<file path="config.mk">
export PLATFORM = sky130hd
export DESIGN_NAME = pre_mem_arbiter
export DESIGN_NICKNAME = d
export VERILOG_FILES = /design/src/rtl/pre_mem_arbiter.sv
export SDC_FILE = /design/constraint.sdc
export NUM_CORES = 1
export LEC_CHECK = 0
export ABC_AREA = 1
export ABC_CLOCK_PERIOD_IN_PS = 3200
export BUFFER_PORTS_ARGS = -buffer_cell sky130_fd_sc_hd__buf_2
export CORE_MARGIN = 3
export CORE_UTILIZATION = 47
export CTS_CLUSTER_SIZE = 16
export DETAILED_ROUTE_END_ITERATION = 8
export PLACE_DENSITY = 0.93
export SYNTH_ARGS = -nofsm -noshare
export SYNTH_HDL_FRONTEND = slang
export SYNTH_SLANG_ARGS = --single-unit
export TNS_END_PERCENT = 1
</file>
<file path="constraint.sdc">
create_clock -name clk -period 3.2 [get_ports clk]
set_input_delay 0.64 -clock clk [delete_from_list [all_inputs] [get_ports clk]]
set_output_delay 0.64 -clock clk [all_outputs]
set_load 0.01 [all_outputs]
</file>
<file path="src/rtl/pre_mem_arbiter.sv">
// Two-port arbiter for the pre-processor memory command port. A requester locks the
// port, streams buffer writes, then issues commands one at a time. A watchdog flags stuck commands.
module pre_mem_arbiter #(
  parameter int unsigned TIMEOUT = 1024
) (
  input  logic        clk,
  input  logic        rst,
  input  logic        i_r0_req,
  output logic        o_r0_gnt,
  input  logic        i_r0_go,
  input  logic [3:0]  i_r0_cmd,
  input  logic [31:0] i_r0_addr,
  input  logic        i_r0_wr_buf,
  input  logic [31:0] i_r0_din,
  output logic        o_r0_done,
  input  logic        i_r1_req,
  output logic        o_r1_gnt,
  input  logic        i_r1_go,
  input  logic [3:0]  i_r1_cmd,
  input  logic [31:0] i_r1_addr,
  input  logic        i_r1_wr_buf,
  input  logic [31:0] i_r1_din,
  output logic        o_r1_done,
  output logic        o_pre_req,
  output logic [3:0]  o_pre_cmd,
  output logic [31:0] o_pre_addr,
  output logic        o_pre_wr_buf,
  output logic [31:0] o_pre_din,
  input  logic        i_mem_pre_sel,
  output logic        o_err_timeout,
  input  logic        i_err_clr
);

  typedef enum logic [1:0] {StIdle, StGrant, StIssue, StDone} state_e;

  localparam logic [15:0] WdLast = 16'(TIMEOUT - 32'd1);

  state_e      r_state, w_state_d;
  logic        r_own, w_own_d;
  logic        r_last, w_last_d;
  logic [1:0]  r_gnt, w_gnt_d;
  logic [1:0]  r_done, w_done_d;
  logic        r_pre_req, w_pre_req_d;
  logic [3:0]  r_pre_cmd, w_pre_cmd_d;
  logic [31:0] r_pre_addr, w_pre_addr_d;
  logic [15:0] r_wdog, w_wdog_d;
  logic        r_err, w_err_d;

  logic        w_win;
  logic        w_own_req;
  logic        w_own_go;
  logic [3:0]  w_own_cmd;
  logic [31:0] w_own_addr;

  // On a tie the port that did not hold the lock last time wins.
  assign w_win      = (i_r0_req & i_r1_req) ? ~r_last : i_r1_req;
  assign w_own_req  = r_own ? i_r1_req  : i_r0_req;
  assign w_own_go   = r_own ? i_r1_go   : i_r0_go;
  assign w_own_cmd  = r_own ? i_r1_cmd  : i_r0_cmd;
  assign w_own_addr = r_own ? i_r1_addr : i_r0_addr;

  always_comb begin
    w_state_d    = r_state;
    w_own_d      = r_own;
    w_last_d     = r_last;
    w_gnt_d      = r_gnt;
    w_done_d     = 2'b00;
    w_pre_req_d  = r_pre_req;
    w_pre_cmd_d  = r_pre_cmd;
    w_pre_addr_d = r_pre_addr;
    w_wdog_d     = r_wdog;
    w_err_d      = r_err & ~i_err_clr;
    unique case (r_state)
      StIdle: begin
        if (i_r0_req | i_r1_req) begin
          w_own_d   = w_win;
          w_gnt_d   = w_win ? 2'b10 : 2'b01;
          w_state_d = StGrant;
        end
      end
      StGrant: begin
        if (w_own_go) begin
          w_pre_cmd_d  = w_own_cmd;
          w_pre_addr_d = w_own_addr;
          w_pre_req_d  = 1'b1;
          w_wdog_d     = 16'd0;
          w_state_d    = StIssue;
        end else if (!w_own_req) begin
          w_gnt_d   = 2'b00;
          w_last_d  = r_own;
          w_state_d = StIdle;
        end
      end
      StIssue: begin
        if (i_mem_pre_sel) begin
          w_pre_req_d = 1'b0;
          w_done_d    = r_own ? 2'b10 : 2'b01;
          w_state_d   = StDone;
        end else begin
          // Set beats a coincident clear.
          if (r_wdog == WdLast) w_err_d = 1'b1;
          if (r_wdog != 16'hFFFF) w_wdog_d = r_wdog + 16'd1;
        end
      end
      StDone: begin
        w_state_d = StGrant;
      end
      default: begin
        w_state_d = StIdle;
      end
    endcase
  end

  always_ff @(posedge clk or posedge rst) begin
    if (rst) begin
      r_state    <= StIdle;
      r_own      <= 1'b0;
      r_last     <= 1'b1;
      r_gnt      <= 2'b00;
      r_done     <= 2'b00;
      r_pre_req  <= 1'b0;
      r_pre_cmd  <= 4'd0;
      r_pre_addr <= 32'd0;
      r_wdog     <= 16'd0;
      r_err      <= 1'b0;
    end else begin
      r_state    <= w_state_d;
      r_own      <= w_own_d;
      r_last     <= w_last_d;
      r_gnt      <= w_gnt_d;
      r_done     <= w_done_d;
      r_pre_req  <= w_pre_req_d;
      r_pre_cmd  <= w_pre_cmd_d;
      r_pre_addr <= w_pre_addr_d;
      r_wdog     <= w_wdog_d;
      r_err      <= w_err_d;
    end
  end

  always_comb begin
    o_pre_wr_buf = 1'b0;
    o_pre_din    = 32'd0;
    if (r_state == StGrant) begin
      o_pre_wr_buf = r_own ? i_r1_wr_buf : i_r0_wr_buf;
      o_pre_din    = r_own ? i_r1_din    : i_r0_din;
    end
  end

  assign o_r0_gnt      = r_gnt[0];
  assign o_r1_gnt      = r_gnt[1];
  assign o_r0_done     = r_done[0];
  assign o_r1_done     = r_done[1];
  assign o_pre_req     = r_pre_req;
  assign o_pre_cmd     = r_pre_cmd;
  assign o_pre_addr    = r_pre_addr;
  assign o_err_timeout = r_err;

endmodule

</file>
== Word level (Yosys, flattened, before mapping) ==
Cells that the tools add are included.

* Input port bits: 146
* Logic and storage cells: 72
* Flip-flop bits (word level): 62

* Bitwise operators: 7
* Equal/unequal tests: 13
* Add/subtract/negate cells: 1
* Reductions and logical operators: 10
* Muxes and demuxes: 31

{| class="wikitable"
|+ Operators with widths
! operator !! count
|-
| 32-bit two-way mux || 3
|-
| 16-bit two-way mux || 3
|-
| 16-bit case mux with 2 select lines || 1
|-
| 2-bit two-way mux || 10
|-
| 16-bit by 1-bit adder with 16-bit output (second input constant) || 1
|-
| 16-bit by 10-bit == test with 1-bit output (second input constant) || 1
|-
| 16-bit inequality test (second input constant) || 1
|-
| 2-bit inequality test (second input constant) || 7
|-
| 1-bit two-way mux || 10
|-
| 3-bit AND reduction || 3
|-
| 2-bit case mux with 4 select lines || 1
|-
| 4-bit AND reduction || 2
|-
| 2-bit == test (second input constant) || 2
|-
| 4-bit two-way mux || 1
|-
| 1-bit inverter || 4
|-
| 2-bit case mux with 2 select lines || 1
|-
| 2-bit AND reduction || 2
|-
| 2-bit nonzero test || 2
|-
| 3-bit inequality test (second input constant) || 1
|-
| 1-bit AND || 2
|-
| 2-bit by 1-bit == test with 1-bit output (second input constant) || 1
|-
| 2-bit zero test || 1
|-
| 1-bit case mux with 2 select lines || 1
|-
| 1-bit bitwise OR || 1
|}

== Logic depth before layout (Yosys ltp) ==
* Depth in word-level cells: 5
* Mapped depth: 12
* Mapped depth without buffers: 10

== Least setup slack after synthesis ==
No wires, ideal clock.

* Kind: register to output
* From: reg r_state[1]
* To: out o_pre_din[10]
* Cell stages (with the launch flop): 7
* Path buffers: 2
* Data required time: 2.560 ns
* Data arrival time: 1.261 ns
* Path slack: 1.299 ns
* Cell sequence: dfrtp_1 -> inv_1 -> ha_1 -> buf_2 -> clkbuf_1 -> o21ai_0 -> nor2_1

* Word-level cells in the longest chain between the ends: 2

{| class="wikitable"
|+ RTL lines
! item !! RTL line !! RTL
|-
| start: declaration || 38 || <nowiki>state_e r_state, w_state_d;</nowiki>
|-
| start signal: assignment || 116 || <nowiki>r_state <= StIdle;</nowiki>
|-
| start signal: assignment || 127 || <nowiki>r_state <= w_state_d;</nowiki>
|-
| 2-bit by 1-bit == test with 1-bit output || 143 || <nowiki>if (r_state == StGrant) begin</nowiki>
|-
| 32-bit two-way mux || 143 ||
|-
| end: declaration || 28 || <nowiki>output logic [31:0] o_pre_din,</nowiki>
|}

No other way between the ends.

== Final worst setup path ==
* From: reg r_own
* To: out o_pre_din[31]

* Word-level cells in the longest chain between the ends: 2

{| class="wikitable"
|+ RTL lines
! item !! RTL line !! RTL
|-
| start: declaration || 39 || <nowiki>logic r_own, w_own_d;</nowiki>
|-
| start signal: assignment || 128 || <nowiki>r_own <= w_own_d;</nowiki>
|-
| 32-bit two-way mux || 145 || <nowiki>o_pre_din = r_own ? i_r1_din : i_r0_din;</nowiki>
|-
| 32-bit two-way mux || 143 ||
|}

No other way between the ends.

==> flow_metrics.tcl <==
set metrics [dict create \
    finalSetupTns_ps 0 \
    comb_power_share 0.539 \
    powerDensity_nw_per_um2 846 \
    fin_ws_ps 488 \
    area_growth_syn_to_layout_pct 36.0 \
    drv_cap 0 \
    clk_latency_ps 330 \
    num_vias 4413 \
    drive_above_1_share 0.344 \
    start_util 0.492 \
    rr_startpoint "r_state[1]" \
    rows 31 \
    place_ws_ps 741 \
    p_total_mw 4.20 \
    ys.flop_type "dfrtp_1" \
    outcome "finished, final reports clean" \
    grt-ovfl-total 0 \
    p_sw_frac 0.466 \
    cts_resized 0 \
    place_inst 821 \
    die_y_microns 94.1 \
    rsz0062_at_grt "no" \
    antenna_found_initial 0 \
    ff_latch_area_sq_um 1550 \
    hold_buffers 0 \
    multi_input_area_sq_um 1850 \
    finalCritPeriodShare 0.847 \
    synth-xor-area-share 0.00960 \
    crit_path_top_delay_cell "dfrtp_2" \
    hold_violations 0 \
    place_hpwl_mm 9.68 \
    max_freq_ghz 0.369 \
    synthAdderAreaFrac 0.0171 \
    synth_seq_cells 62 \
    path_class "reg2out" \
    synth_top_area_frac 0.418 \
    drt_wl_total_mm 12.4 \
    yosys.area_share.simple 0.336 \
    cts_setup_buffers 0 \
    avgSynthCellArea_sq_um 6.92 \
    power.internal_mw 2.24 \
    drtAntennaViolNets 0 \
    hp-class "in2async" \
    cts_buffer_depth 2 \
    cts-htree-levels 3 \
    period_minus_slack_ps 2710 \
    cts_buffers 9 \
    cts_tree "yes" \
    yosysUniqueCellTypes 29 \
    synth_top_family_by_area "simple AND/OR/NAND/NOR gates" \
    synth_nets 678 \
    viasPerCell 5.27 \
    fin_nets 884 \
    finalClockSkew_ps 8.59 \
    gp_congestion 0.953 \
    syn_area_sq_um 3650 \
    yosysTopAreaCell "dfrtp_1" \
    fp.dieW_microns 94.1 \
    cts-root-buf "clkbuf_8" \
    ios 221 \
    final_max_slew_viol_count 0 \
    grt_pass1_vias 4303 \
    grt_max_degree 76 \
    fin_util 0.670 \
    wl_per_cell_microns 14.9 \
    synth_mux_area_frac 0 \
    slew_headroom 0.495 \
    async_flop_share 1.00 \
    worst_pin_slew_ps 756 \
    dr.first_iter.drc_count 310 \
    crit_top_cell "nor2_1" \
    r2r-end "r_wdog[12]" \
    gr-usage-all-layers 0.281 \
    final_cells 837 \
    r2r_cells 11 \
    startpoint "r_own" \
    ys_warn_count 0 \
    pwr-share-seq 0.306 \
    critical-path-max-stage-delay_ps 620 \
    crit_chain "inv_2, buf_4, nor2_1, nor2_1, buf_2" \
    num_antenna_cells 0 \
    leakagePower_nw 2.66 \
    cp_max_fo 41 \
    portBuffers 220 \
    core_area_sq_um 7410 \
    end_kind "output pin" \
    pwr-share-clk 0.155 \
    die_area_sq_um 8860 \
    reg2reg_slack_ps 710 \
    synth-compound-area-share 0.142 \
    switchingPower_mw 1.96 \
    dr.pass1.iters 8 \
    cts_num_sinks 62 \
    path_clk_slew_ps 70 \
    syn_inst 527 \
    yosysSeqAreaShare 0.426 \
    finalSetupViolCount 0 \
    grt_pass1_wl_mm 19.6 \
    yosys-top-cells-area "dfrtp_1 (42%), nand2_1 (16%), nor2_1 (12%)" \
    critPathLaunchType "flip-flop" \
    fillers 629 \
    required_ps 2560 \
    synth_edf_count 0 \
    drc 0 \
    ir_drop_mv 0.500 \
    cp_data_arrival_time_ps 2070 \
]
[per-layer routing]
metal  GRT usage  wire length, microns
met1       0.303                  4590
met5           0                     0
met2       0.535                  6540
met3      0.0529                   932
met4       0.106                   386
[cell usage after synthesis (4+ instances only)]
master / number
dfrtp_1: 61
clkbuf_1: 11
buf_4: 4
nand2_1: 151
inv_1: 21
nand3_1: 23
buf_2: 15
a31oi_1: 36
ha_1: 5
o21ai_0: 49
nor2_1: 121
[worst max-delay path: cells and delay by family, from the launching register on]
kind / cells / cell delay (ps)
buffers and inverters: 3 / 870
flip-flops: 1 / 620
AND/OR/NAND/NOR: 2 / 260
[how the worst max path moves through the flow]
| stage | to | slack [ps] |
|---|---|---|
| final | o_pre_din[31] | 490 |
| after global routing | o_pre_din[31] | 310 |
| after CTS | o_pre_din[31] | 460 |
| after detailed placement | r_wdog[12] | 740 |
| after global placement | r_wdog[15] | 850 |
| after floorplan | o_err_timeout | 1020 |
[layout by cell type, fill, tap and decap left out, types with 5 or more instances in the layout]
cell type,Yosys,routed
ha_1,5,5
o21ai_0,49,49
nand3_1,23,23
buf_2,15,220
clkbuf_8,0,9
a31oi_1,36,36
nand2_1,151,151
nor2_1,121,121
dfrtp_1,61,60
buf_4,4,5
inv_1,21,20
[through the flow]
stage                     hold WS, ps  cell area, sq um
final                             397              4960
after global routing              445              4960
after CTS                         417              4960
after detailed placement          467              4780
after global placement            475              4780
after floorplan                   453              3650
[power groups by stage]
stage,logic (mW),registers [mW],clock network (mW)
final,2.26,1.29,0.652
after global routing,2.52,1.32,0.691
after CTS,2.28,1.28,0.658
after detailed placement,2.26,1.29,0
after global placement,2.20,1.27,0
after floorplan,1.39,1.34,0
[state kept, by name (all words and copies together), names as in the netlist]
register,flops
r_wdog,16
o_pre_req,1
o_pre_cmd,4
o_pre_addr,32
r_own,1
o_err_timeout,1
r_last,1
r_gnt,2
r_state,2
r_done,2
[area by class of cell]
class	instances	area share
clock buffers	11	0.0265
clock inverters	5	0.0101
inverters	25	0.0189
multi-input cells	409	0.373
flip-flops and latches	62	0.313
well taps	99	0.0250
repair buffers	226	0.233
[kinds of logic (layout without fill, tap and decap cells)]
logic type / count (synthesis) / after routing
AOI/OAI and AO/OA: 93 / 93
adders and majority gates: 5 / 5
buffers and inverters: 56 / 267
DFF: 62 / 62
and+or+nand+nor: 307 / 307
xor gates and xnor gates: 4 / 4
No activity file was read; power rests on OpenSTA's default activity.
